<file path="src/rtl/alu_sweep_pkg.sv">
// Shared definitions for the ALU sweep sequencer: FSM state codes, sweep length,
// MISR taps, the default seed and the MISR step function.
package alu_sweep_pkg;

  localparam int unsigned SWEEP_OPCODES = 16;
  localparam logic [3:0]  LAST_OPCODE   = 4'(SWEEP_OPCODES - 1);
  localparam logic [31:0] DEFAULT_SEED  = 32'hFFFF_FFFF;

  localparam int unsigned MISR_TAP3 = 31;
  localparam int unsigned MISR_TAP2 = 21;
  localparam int unsigned MISR_TAP1 = 1;
  localparam int unsigned MISR_TAP0 = 0;

  typedef logic [1:0] state_t;
  localparam state_t StIdle    = 2'd0;
  localparam state_t StDrive   = 2'd1;
  localparam state_t StCapture = 2'd2;
  localparam state_t StDone    = 2'd3;

  // data = {cout, bout, result}; the flags fold into the two LSBs.
  function automatic logic [31:0] misr_next(logic [31:0] cur, logic [33:0] data);
    logic fb;
    fb = cur[MISR_TAP3] ^ cur[MISR_TAP2] ^ cur[MISR_TAP1] ^ cur[MISR_TAP0];
    return {cur[30:0], fb} ^ data[31:0] ^ {30'b0, data[33:32]};
  endfunction

endpackage

</file>
<file path="src/rtl/alu_sweep_seq_if.sv">
// ALU-side bus of the sweep sequencer: stimulus towards the ALU, results back.
interface alu_sweep_seq_if;
  logic [31:0] alu_a;
  logic [31:0] alu_b;
  logic        alu_cin;
  logic        alu_bin;
  logic [3:0]  alu_opcode;
  logic        alu_en;
  logic [31:0] alu_result;
  logic        alu_cout;
  logic        alu_bout;

  modport master (
    output alu_a, alu_b, alu_cin, alu_bin, alu_opcode, alu_en,
    input  alu_result, alu_cout, alu_bout
  );

  modport slave (
    input  alu_a, alu_b, alu_cin, alu_bin, alu_opcode, alu_en,
    output alu_result, alu_cout, alu_bout
  );
endinterface

</file>
<file path="src/rtl/alu_sweep_misr.sv">
// 32-bit MISR compacting 34-bit ALU samples; clr has priority over load_seed over shift.
module alu_sweep_misr
  import alu_sweep_pkg::*;
#(
  parameter logic [31:0] SEED = DEFAULT_SEED
) (
  input  logic        clk,
  input  logic        clr,
  input  logic        load_seed,
  input  logic        shift,
  input  logic [33:0] data,
  output logic [31:0] sig
);

  logic [31:0] sig_q;

  always_ff @(posedge clk) begin
    if (clr) begin
      sig_q <= '0;
    end else if (load_seed) begin
      sig_q <= SEED;
    end else if (shift) begin
      sig_q <= misr_next(sig_q, data);
    end
  end

  assign sig = sig_q;

endmodule

</file>
<file path="src/rtl/alu_sweep_seq.sv">
// ALU self-test sequencer: sweeps all opcodes on one latched operand pair and folds
// each sample into a MISR. Optional trace port enabled by ALU_SWEEP_SEQ_TRACE_EN.
module alu_sweep_seq
  import alu_sweep_pkg::*;
#(
  parameter int unsigned SETTLE = 1,
  parameter logic [31:0] SEED   = DEFAULT_SEED
) (
  input  logic                   clk,
  input  logic                   rst,
  input  logic                   start,
  input  logic                   abort,
  input  logic [31:0]            a_in,
  input  logic [31:0]            b_in,
  input  logic                   cin_in,
  input  logic                   bin_in,
  alu_sweep_seq_if.master        alu,
  output logic                   busy,
  output logic                   done,
  output logic [31:0]            sig,
  output logic                   sig_valid
`ifdef ALU_SWEEP_SEQ_TRACE_EN
  ,
  output logic                   trace_valid,
  output logic [3:0]             trace_opcode,
  output logic [31:0]            trace_result,
  output logic [1:0]             trace_flags
`endif
);

  localparam logic [3:0] SettleLast = 4'(SETTLE - 1);

  state_t      state_q, state_d;
  logic [3:0]  cnt_q, cnt_d;
  logic [3:0]  opcode_q, opcode_d;
  logic        en_q, en_d;
  logic        busy_q, busy_d;
  logic        done_q, done_d;
  logic        sig_valid_q, sig_valid_d;
  logic [31:0] a_q, b_q;
  logic        cin_q, bin_q;
  logic        latch;
  logic        shift;

  always_comb begin
    state_d     = state_q;
    cnt_d       = cnt_q;
    opcode_d    = opcode_q;
    en_d        = en_q;
    busy_d      = busy_q;
    done_d      = 1'b0;
    sig_valid_d = sig_valid_q;
    latch       = 1'b0;
    shift       = 1'b0;

    case (state_q)
      StIdle: begin
        if (start && !abort) begin
          latch       = 1'b1;
          opcode_d    = '0;
          en_d        = 1'b1;
          busy_d      = 1'b1;
          sig_valid_d = 1'b0;
          cnt_d       = '0;
          state_d     = StDrive;
        end
      end
      StDrive: begin
        if (cnt_q == SettleLast) begin
          state_d = StCapture;
        end else begin
          cnt_d = cnt_q + 4'd1;
        end
      end
      StCapture: begin
        shift = 1'b1;
        // done/en/sig_valid are set on entry so they line up with the DONE cycle.
        if (opcode_q == LAST_OPCODE) begin
          state_d     = StDone;
          en_d        = 1'b0;
          busy_d      = 1'b0;
          done_d      = 1'b1;
          sig_valid_d = 1'b1;
        end else begin
          opcode_d = opcode_q + 4'd1;
          cnt_d    = '0;
          state_d  = StDrive;
        end
      end
      default: begin
        state_d = StIdle;
      end
    endcase

    if (abort && (state_q != StIdle)) begin
      state_d     = StIdle;
      en_d        = 1'b0;
      busy_d      = 1'b0;
      done_d      = 1'b0;
      sig_valid_d = 1'b0;
      shift       = 1'b0;
    end
  end

  always_ff @(posedge clk) begin
    if (rst) begin
      state_q     <= StIdle;
      cnt_q       <= '0;
      opcode_q    <= '0;
      en_q        <= 1'b0;
      busy_q      <= 1'b0;
      done_q      <= 1'b0;
      sig_valid_q <= 1'b0;
      a_q         <= '0;
      b_q         <= '0;
      cin_q       <= 1'b0;
      bin_q       <= 1'b0;
    end else begin
      state_q     <= state_d;
      cnt_q       <= cnt_d;
      opcode_q    <= opcode_d;
      en_q        <= en_d;
      busy_q      <= busy_d;
      done_q      <= done_d;
      sig_valid_q <= sig_valid_d;
      if (latch) begin
        a_q   <= a_in;
        b_q   <= b_in;
        cin_q <= cin_in;
        bin_q <= bin_in;
      end
    end
  end

  alu_sweep_misr #(
    .SEED(SEED)
  ) u_misr (
    .clk      (clk),
    .clr      (rst),
    .load_seed(latch),
    .shift    (shift),
    .data     ({alu.alu_cout, alu.alu_bout, alu.alu_result}),
    .sig      (sig)
  );

  assign alu.alu_a      = a_q;
  assign alu.alu_b      = b_q;
  assign alu.alu_cin    = cin_q;
  assign alu.alu_bin    = bin_q;
  assign alu.alu_opcode = opcode_q;
  assign alu.alu_en     = en_q;
  assign busy           = busy_q;
  assign done           = done_q;
  assign sig_valid      = sig_valid_q;

`ifdef ALU_SWEEP_SEQ_TRACE_EN
  logic        trace_valid_q;
  logic [3:0]  trace_opcode_q;
  logic [31:0] trace_result_q;
  logic [1:0]  trace_flags_q;

  // Registered copy of each capture, so the pulse lands one cycle after CAPTURE.
  always_ff @(posedge clk) begin
    if (rst) begin
      trace_valid_q  <= 1'b0;
      trace_opcode_q <= '0;
      trace_result_q <= '0;
      trace_flags_q  <= '0;
    end else begin
      trace_valid_q <= shift;
      if (shift) begin
        trace_opcode_q <= opcode_q;
        trace_result_q <= alu.alu_result;
        trace_flags_q  <= {alu.alu_cout, alu.alu_bout};
      end
    end
  end

  assign trace_valid  = trace_valid_q;
  assign trace_opcode = trace_opcode_q;
  assign trace_result = trace_result_q;
  assign trace_flags  = trace_flags_q;
`endif

endmodule

</file>
<file path="src/flat_wrapper.sv">
// flat-port wrapper written by rule: the top's interface ports become plain ports
module alu_sweep_seq_flat import alu_sweep_pkg::*;
#(
  parameter int unsigned SETTLE = 1,
  parameter logic [31:0] SEED   = DEFAULT_SEED
)
  (clk, rst, start, abort, a_in, b_in, cin_in, bin_in, busy, done, sig, sig_valid, alu_alu_a, alu_alu_b, alu_alu_cin, alu_alu_bin, alu_alu_opcode, alu_alu_en, alu_alu_result, alu_alu_cout, alu_alu_bout);
  alu_sweep_seq_if alu_i ();
  input  logic clk;
  input  logic rst;
  input  logic start;
  input  logic abort;
  input  logic [31:0] a_in;
  input  logic [31:0] b_in;
  input  logic cin_in;
  input  logic bin_in;
  output logic busy;
  output logic done;
  output logic [31:0] sig;
  output logic sig_valid;
  output wire logic [$bits(alu_i.alu_a)-1:0] alu_alu_a;
  output wire logic [$bits(alu_i.alu_b)-1:0] alu_alu_b;
  output wire logic [$bits(alu_i.alu_cin)-1:0] alu_alu_cin;
  output wire logic [$bits(alu_i.alu_bin)-1:0] alu_alu_bin;
  output wire logic [$bits(alu_i.alu_opcode)-1:0] alu_alu_opcode;
  output wire logic [$bits(alu_i.alu_en)-1:0] alu_alu_en;
  input wire logic [$bits(alu_i.alu_result)-1:0] alu_alu_result;
  input wire logic [$bits(alu_i.alu_cout)-1:0] alu_alu_cout;
  input wire logic [$bits(alu_i.alu_bout)-1:0] alu_alu_bout;
  assign alu_alu_a = alu_i.alu_a;
  assign alu_alu_b = alu_i.alu_b;
  assign alu_alu_cin = alu_i.alu_cin;
  assign alu_alu_bin = alu_i.alu_bin;
  assign alu_alu_opcode = alu_i.alu_opcode;
  assign alu_alu_en = alu_i.alu_en;
  assign alu_i.alu_result = alu_alu_result;
  assign alu_i.alu_cout = alu_alu_cout;
  assign alu_i.alu_bout = alu_alu_bout;
  alu_sweep_seq #(.SETTLE(SETTLE), .SEED(SEED)) u_core (.clk(clk), .rst(rst), .start(start), .abort(abort), .a_in(a_in), .b_in(b_in), .cin_in(cin_in), .bin_in(bin_in), .alu(alu_i), .busy(busy), .done(done), .sig(sig), .sig_valid(sig_valid));
endmodule
</file>
<file path="config.mk">
export PLATFORM = sky130hd
export DESIGN_NAME = alu_sweep_seq_flat
export DESIGN_NICKNAME = d
export VERILOG_FILES = /design/src/rtl/alu_sweep_pkg.sv /design/src/rtl/alu_sweep_seq_if.sv /design/src/rtl/alu_sweep_misr.sv /design/src/rtl/alu_sweep_seq.sv /design/src/flat_wrapper.sv
export SDC_FILE = /design/constraint.sdc
export NUM_CORES = 1
export LEC_CHECK = 0
export BUFFER_PORTS_ARGS = -buffer_cell sky130_fd_sc_hd__buf_2
export CORE_MARGIN = 2
export CORE_UTILIZATION = 43
export DETAILED_ROUTE_END_ITERATION = 10
export PLACE_DENSITY = 0.75
export SETUP_SLACK_MARGIN = 0.3
export SLEW_MARGIN = 20
export SYNTH_ARGS = -nofsm -noshare
export SYNTH_HDL_FRONTEND = slang
export SYNTH_HIERARCHICAL = 1
export SYNTH_SLANG_ARGS = --single-unit
</file>
<file path="constraint.sdc">
create_clock -name clk -period 2 [get_ports clk]
set_clock_uncertainty 0.05 [all_clocks]
set_input_delay 0.4 -clock clk [delete_from_list [all_inputs] [get_ports clk]]
set_output_delay 0.4 -clock clk [all_outputs]
set_load 0.02 [all_outputs]
</file>
==> impl_metrics.ini, run 1 <==
[finish]
final_area_um2 = 5786
final_common_cell = buf_2
fillers = 928
final_layout_size_suffix_gt1_frac = 0.3302
synthToLayoutAreaGrowth_pct = 32.53
diodes = 0
mostFrequentLayoutCells = buf_2 (208), nand2_1 (168), dfxtp_1 (111)
fin_nets = 841

[job]
drv_cap = 0

[power_and_ir_drop]
total_power_w = 0.004710
p_per_area_nw_per_um2 = 814.0
comb_power_share = 0.164
leakage_nw = 2.555
seqPwrFrac = 0.513
p_sw_w = 0.001281
power.internal_w = 0.003428
ir_drop_mv = 0.3663
clock_power_share = 0.322
swShare = 0.2721

[placement]
portBuffers = 209
place_congestion = 0.8118
place_hpwl_um = 8086
dpl-instance-area_um2 = 5539

[clocking]
htreeDepth = 3
clkTransAtPathRegs_ps = 100
clkSinkCount = 111
cts_tree = built
clk_latency_ps = 370
cts_buffers = 9
clk_path_buf_depth = 2
root_buffer = clkbuf_8

[route]
drtPass1Iterations = 4
routedWlPerCell_um = 12.96
vias_per_cell = 4.873
route.detailed.drc = 0
vias = 4249
antenna_left = 0
routed_wl_um = 11300
first_iter_violations = 184

[synth]
synthArstFlopShare = 0
ys_seq_elements = 111
synth_top_area_frac = 0.5090
synth_cell_types = 40
ys_warn_count = 6
synth_top_area_cell = dfxtp_1
synth_ff_type = dfxtp_1
syn-instance-count = 539
synth_edf_count = 0
synth_fp_nets = 646
synth.area.top_cells = dfxtp_1 (51%), nand2_1 (14%), a21oi_1 (12%)
synth_area_per_cell_um2 = 8.099
syn-cell-area_um2 = 4365
synth-seq-area-share = 0.5090

[sta]
tns_ps = 0
period_needed_ps = 1561
worstMarginPinSlew_ps = 463.0
hold_ws_ps = 193.0
max_freq_mhz = 640.8
setup_viol = 0
fin_crit_sh = 0.7803
rsz0062_at_grt = no
max_slew_margin = 0.6907
drv_slew = 0
hold_viol = 0

[global_routing]
grt_pass1_wl_um = 18600
overflow = 0
grt_max_degree = 69
grt_usage = 0.2043
grt_pass1_vias = 4122
antenna_found_initial = 0

[hold_path]
min_path_type = in -> reg

[critical_path]
worstSetupPathType = reg -> reg
crit_fanout = 5
cp-start-kind = register
crit_arrival_ps = 1790
cp-end-kind = register
cp_data_required_time_ps = 2230

[floorplanning]
fp.dieW_um = 104.8
die_area_um2 = 10970
chipHeight_um = 104.8
core_region_area_um2 = 9819
start_util = 0.4446
io_pins = 210
fp-row-count = 36

[run_status]
status = completed
[cell families (layout without fill, tap and decap cells)]
family	after synthesis	count (layout)	synth area share
flip-flops	111	111	0.5090
AND/OR/NAND/NOR	197	197	0.1809
adder cells (fa/ha/maj)	3	3	0.008599
multiplexers	1	1	0.002293
buffers and inverters	42	242	0.04328
XOR/XNOR	36	36	0.07739
AO/OA/AOI/OAI	149	149	0.1786
[repair_timing]
action / in CTS / in global routing
resized for setup: 0 / 0
setup buffers: 0 / 2
setup endpoints to repair: 0 / 16
hold buffers: 0 / 0
[final cells by class]
type                       instances  area, um^2  share of cell area
tap                              133       166.4             0.02876
inverter                           6       22.52            0.003893
multi-input combinational        386        1962              0.3391
clock inverter                     5       80.08             0.01384
sequential                       111        2222              0.3841
timing repair buffer             220        1181              0.2042
clock buffer                      11       151.4             0.02617
[Yosys cell counts, types with 2 or more instances]
master    number
ha_1           3
dfxtp_1      111
xor2_1         2
nand3_1        6
nor2_1         9
nand2_1      168
a311oi_1       2
buf_2          9
nor2b_1        3
a31oi_1        2
a211oi_1       3
nand2b_1       2
buf_1          5
o21ai_0       32
xnor2_1       32
clkbuf_1      18
inv_1          5
a21oi_1      104
buf_6          2
[flip-flops by register name, summed over array words and instances, names as in the netlist]
signal / count
u_core/alu.alu_opcode: 4
u_core/u_misr/sig: 32
u_core/alu.alu_a: 32
u_core/busy: 1
u_core/cnt_q: 4
u_core/alu.alu_cin: 1
u_core/alu.alu_b: 32
u_core/alu.alu_bin: 1
u_core/sig_valid: 1
u_core/done: 1
u_core/state_q: 2
[stage by stage]
stage | instances | util | setup slack (ps)
after floorplan | 539 | - | 476.2
after global placement | 854 | 0.5641 | 483.6
after detailed placement | 854 | 0.5641 | 422.6
after CTS | 870 | 0.5877 | 400.0
after global routing | 872 | 0.5892 | 303.0
final | 872 | 0.5892 | 439.4
[per-layer routing]
| metal | vias to the layer above | part of all wire | wire length [um] | GRT usage |
|---|---|---|---|---|
| met2 | 125 | 0.51 | 5814 | 0.3595 |
| met3 | 20 | 0.057 | 641 | 0.04741 |
| met5 | - | 0 | 0 | 0 |
| li1 | 2154 | - | - | - |
| met4 | 0 | 0.023 | 258 | 0.1010 |
| met1 | 1950 | 0.41 | 4589 | 0.2311 |
[power by group through the flow]
| stage | clock network [W] | registers (W) | logic, W |
|---|---|---|---|
| floorplan | 0 | 0.00261 | 0.000330 |
| global placement | 0 | 0.00246 | 0.000763 |
| detailed placement | 0 | 0.00247 | 0.000776 |
| CTS | 0.00155 | 0.00242 | 0.000778 |
| global route | 0.00164 | 0.00243 | 0.000848 |
| finish | 0.00152 | 0.00242 | 0.000774 |
[path summary, 6_finish.rpt]
kind                        from             endpoint  slack [ps]  cells after the start
max              u_core/cnt_q[0]      u_core/cnt_q[0]         440                      5
min                        abort    u_core/state_q[0]         190                      2
max reg2reg      u_core/cnt_q[0]      u_core/cnt_q[0]         440                      5
min reg2reg  u_core/alu.alu_a[7]  u_core/alu.alu_a[7]         410                      2
[critical path, cell delays in order (launching register included)]
cell and delay (ps):
dfxtp_1 360, inv_1 80, ha_1 150, nor3b_1 410, nand2_1 150, a311oi_1 280
Power figures use the tool's default switching activity.
==> inputs of run 2 (changes only) <==
CORE_UTILIZATION = 42   (was 43)
PLACE_DENSITY = 0.77   (was 0.75)
clock period = 1.41 ns   (was 2 ns; I/O delays follow)
==> impl_metrics.ini, run 2 (synthesized netlist as in run 1, its figures left out) <==
[sta]
rsz0062_at_grt = yes
max_slew_margin = 0.6120
drv_slew = 0
max_freq_mhz = 672.7
hold_viol = 0
hold_ws_ps = 70.25
worstMarginPinSlew_ps = 580.8
period_needed_ps = 1487
setup_viol = 22
worst_slack_ps = -76.59
fin_crit_sh = 1.054

[floorplanning]
start_util = 0.4286
io_pins = 210
chipHeight_um = 106.0
fp-row-count = 37
core_region_area_um2 = 10180
die_area_um2 = 11230
fp.dieW_um = 106.0

[route]
route.detailed.drc = 0
vias = 5480
routed_wl_um = 21220
routedWlPerCell_um = 21.52
first_iter_violations = 433
antenna_left = 0
drtPass1Iterations = 5
vias_per_cell = 5.558

[placement]
dp_slack_ps = 18.77
portBuffers = 209
place_hpwl_um = 8247
place_congestion = 0.7500
dpl.cell_count = 859

[finish]
seqCellArea_um2 = 2384
final_common_cell = buf_6
final_layout_size_suffix_gt1_frac = 0.7176
mostFrequentLayoutCells = buf_6 (118), nand2_1 (114), buf_2 (102)
synthToLayoutAreaGrowth_pct = 98.05
diodes = 0
fillers = 447
fin_nets = 952
finalNonFillerCells = 986
multi_input_area_um2 = 2684

[critical_path]
cp_data_required_time_ps = 1670
cp-start-kind = register
critical-path-top-delay-family = buffers and inverters
crit_chain = nor2_4, nand3_4, inv_8, buf_6, buf_12, buf_16, nand2_1, a21oi_2
crit_fanout = 7
path_buf_inv = 4
worstSetupPathType = reg -> reg
cp-end-kind = register
crit_slowest_cell = dfxtp_4
max_stage_delay_ps = 370
crit_arrival_ps = 1750

[global_routing]
grt_pass1_vias = 5301
antenna_found_initial = 0
grt_usage = 0.3057
grt_max_degree = 51
grt_pass1_wl_um = 26740
overflow = 0

[clocking]
hold_buffers = 0
cts_buffers = 9
clkSinkCount = 111
clk_path_buf_depth = 2
htreeDepth = 3
cts_tree = built
root_buffer = clkbuf_8
clk_latency_ps = 380
clkTransAtPathRegs_ps = 110

[hold_path]
min_path_type = in -> reg

[power_and_ir_drop]
ir_drop_mv = 0.7863
p_per_area_nw_per_um2 = 893.4
leakage_nw = 3.673

[run_status]
status = finished with violations
violations = setup timing

[job]
drv_cap = 0
[run 2: changes by cell type in the layout (fill, tap and decap cells not counted), moves of 13 or more]
cell and delta:
dfxtp_1 -109, nand2_1 -54, buf_4 +72, nand2_4 +28, buf_2 -106, dfxtp_2 +99, nand2_2 +26, buf_6 +118
o21ai_0 -22, buf_16 +14, a21oi_1 -56, a21oi_2 +56, o21ai_2 +13
[run 2: tightest hold or removal path, delay by kind of cell]
| family | cells | cell delay, ps |
|---|---|---|
| buffers and inverters | 1 | 110 |
| and+or+nand+nor | 1 | 40 |
| AOI/OAI and AO/OA | 1 | 50 |
[run 2: layout make-up]
class / instances / area share
Clock buffer: 14 / 0.02012
Clock inverter: 2 / 0.004486
Inverter: 6 / 0.005355
Multi-Input combinational cell: 386 / 0.3104
Sequential cell: 111 / 0.2757
Tap cell: 136 / 0.01968
Timing Repair Buffer: 328 / 0.3598
Timing Repair inverter: 3 / 0.004486
[run 2: final timing paths]
kind                  startpoint             endpoint  slack, ps  cells after the start
max            u_core/state_q[0]  u_core/alu.alu_b[5]        -80                      8
min                      b_in[9]  u_core/alu.alu_b[9]         70                      3
max reg2reg    u_core/state_q[0]  u_core/alu.alu_b[5]        -80                      8
min reg2reg  u_core/alu.alu_a[7]  u_core/alu.alu_a[7]        420                      2
[run 2: report_power, final]
group | internal (W) | switching, W
Sequential | 0.00333 | 0.000162
Combinational | 0.00109 | 0.00107
Clock | 0.000987 | 0.00109
[run 2: metal layers]
metal,up-vias,part of all wire,global-route usage
met5,-,0,0
met4,0,0.046,0.1607
met3,96,0.094,0.08829
met2,406,0.52,0.5737
met1,2580,0.34,0.3024
li1,2398,-,-
[run 2: repair_timing]
| action | CTS | global route |
|---|---|---|
| resized for setup | 423 | 113 |
| setup buffers | 61 | 31 |
| setup endpoints to repair | 217 | 217 |
| endpoints found under the hold margin | 0 | 0 |
| pin swaps | 51 | 37 |
| cloned | 17 | 2 |
[run 2: through the flow]
step / TNS [ps] / instance area [um^2] / power (W) / utilization
2_1_floorplan: 0 / 4596 / 0.004212 / -
3_3_place_gp: 0 / 5678 / 0.004599 / 0.5575
3_5_place_dp: 0 / 5678 / 0.004636 / 0.5575
4_1_cts: 0 / 7971 / 0.007325 / 0.7827
5_1_grt: -2901 / 8646 / 0.007949 / 0.8489
6_report: -558.7 / 8646 / 0.007725 / 0.8489
==> inputs of run 3 (changes only) <==
ABC_AREA = 1   (was default)
PLACE_DENSITY = 0.88   (was 0.77)
SYNTH_HIERARCHICAL = default   (was 1)
==> impl_metrics.ini, run 3 <==
[clocking]
clk_latency_ps = 350
cts_buffers = 9
root_buffer = clkbuf_8
htreeDepth = 3
clk_path_buf_depth = 2
clkSinkCount = 111
clkTransAtPathRegs_ps = 120
cts_tree = built

[floorplanning]
io_pins = 210
start_util = 0.4283
die_area_um2 = 11270
core_region_area_um2 = 10230
fp-row-count = 37
fp.dieW_um = 106.1
chipHeight_um = 106.1

[hold_path]
hold-path-cell-count = 3
min_path_type = in -> reg

[sta]
period_needed_ps = 1460
max_freq_mhz = 685.1
worst_slack_ps = -49.63
drv_slew = 0
max_slew_margin = 0.7845
setup_viol = 1
rsz0062_at_grt = yes
fin_crit_sh = 1.035
worstMarginPinSlew_ps = 321.0
hold_ws_ps = 110.0
hold_viol = 0

[critical_path]
cp_data_required_time_ps = 1640
r2r_cells = 7
crit_fanout = 8
crit_arrival_ps = 1690
worstSetupPathType = reg -> reg
cp-end-kind = register
cp-start-kind = register

[power_and_ir_drop]
total_power_w = 0.008250
leakage_nw = 3.343
p_per_area_nw_per_um2 = 1105
clock_power_share = 0.220
ir_drop_mv = 0.6423
p_sw_w = 0.002777
swShare = 0.3366
comb_power_share = 0.328
seqPwrFrac = 0.452
power.internal_w = 0.005473

[synth]
synth_area_per_cell_um2 = 7.881
synth_ff_type = dfxtp_1
synth_cell_types = 24
synth_most_common_cell = nor2_1
synth_fp_nets = 663
synth.area.top_cells = dfxtp_1 (51%), nor2_1 (12%), o21ai_0 (11%)
syn-instance-count = 556
synth_common_cells = nor2_1 (145), dfxtp_1 (111), o21ai_0 (93), a21oi_1 (41), nand2_1 (41)
synthArstFlopShare = 0
ys_seq_elements = 111
synth_top_area_frac = 0.5071
syn-cell-area_um2 = 4382
synth_edf_count = 0
ys_warn_count = 0
synth-seq-area-share = 0.5071
synth_top_area_cell = dfxtp_1

[run_status]
status = finished with violations
violations = setup timing

[global_routing]
grt_pass1_vias = 4758
grt_pass1_wl_um = 23170
overflow = 0
antenna_found_initial = 1
grt_usage = 0.2588
grt_max_degree = 50

[finish]
mostFrequentLayoutCells = nor2_1 (141), buf_6 (110), buf_2 (103)
synthToLayoutAreaGrowth_pct = 70.33
fin_nets = 920
final_layout_size_suffix_gt1_frac = 0.5660
seqCellArea_um2 = 2382
final_common_cell = nor2_1
multi_input_area_um2 = 2121
fillers = 660
finalNonFillerCells = 955

[route]
routedWlPerCell_um = 17.25
routed_wl_um = 16470
drtPass1Iterations = 5
first_iter_violations = 328
vias_per_cell = 5.224
vias = 4989
route.detailed.drc = 0
antenna_left = 0

[placement]
dpl.cell_count = 881
place_congestion = 0.8366
portBuffers = 209
place_hpwl_um = 8254

[job]
drv_cap = 0
==> run 3: cell families after synthesis <==
kind of cell	count (synthesis)	synth area share
AND/OR/NAND/NOR	209	0.1902
flip-flops	111	0.5071
AO/OA/AOI/OAI	142	0.1631
buffers and inverters	60	0.06910
XOR/XNOR	31	0.06196
adder cells (fa/ha/maj)	3	0.008567
==> run 3: final timing paths <==
check	start	end	slack, ps
max reg2reg	u_core.state_q[0]	u_core.u_misr.sig[28]	-50
min reg2reg	u_core.alu.alu_a[10]	u_core.alu.alu_a[10]	440
min	a_in[3]	u_core.alu.alu_a[3]	110
max	u_core.state_q[0]	u_core.u_misr.sig[28]	-50
==> run 3: power by group through the flow <==
stage / registers [W] / clock network (W) / logic [W]
2_1_floorplan: 0.00403 / 0 / 0.000782
3_3_place_gp: 0.00369 / 0 / 0.00169
3_5_place_dp: 0.00370 / 0 / 0.00173
4_1_cts: 0.00371 / 0.00183 / 0.00240
5_1_grt: 0.00376 / 0.00198 / 0.00288
6_report: 0.00373 / 0.00181 / 0.00270
==> run 3: what timing repair did <==
action,in CTS,in global routing
buffers inserted,41,8
pin swaps,8,8
setup endpoints to repair,215,217
cloned,5,3
resized for setup,350,64
hold buffers,0,0
hold endpoints to repair,0,0
==> run 3: critical path, stage by stage (launching register included) <==
cell and delay [ps]:
dfxtp_4 380, nor2_4 140, nand2_4 110, o21ai_4 100
buf_12 150, clkbuf_16 170, o21ai_1 90, a21oi_1 190
==> run 3: cell type report <==
| class | instances | share of cell area |
|---|---|---|
| diodes | 1 | 0.0003353 |
| clock buffers | 9 | 0.01660 |
| clock inverters | 7 | 0.007209 |
| inverters | 28 | 0.01509 |
| multi-input cells | 385 | 0.2842 |
| flip-flops and latches | 111 | 0.3192 |
| well taps | 136 | 0.02280 |
| repair buffers | 278 | 0.3346 |
==> run 3: metal layers <==
layer | GRT usage | part of all wire
met1 | 0.2701 | 0.36
met2 | 0.4748 | 0.52
met3 | 0.07541 | 0.080
met4 | 0.1203 | 0.038
met5 | 0 | 0
==> run 3: stage by stage <==
step                      utilization  setup TNS [ps]  instance area [um^2]  setup slack, ps
final                          0.7295          -49.63                  7463           -49.63
after detailed placement       0.5504               0                  5632            37.55
after floorplan                     -               0                  4442            175.9
after global placement         0.5504               0                  5632            92.88
after CTS                      0.7027               0                  7189            123.0
after global routing           0.7292          -212.5                  7461           -54.88
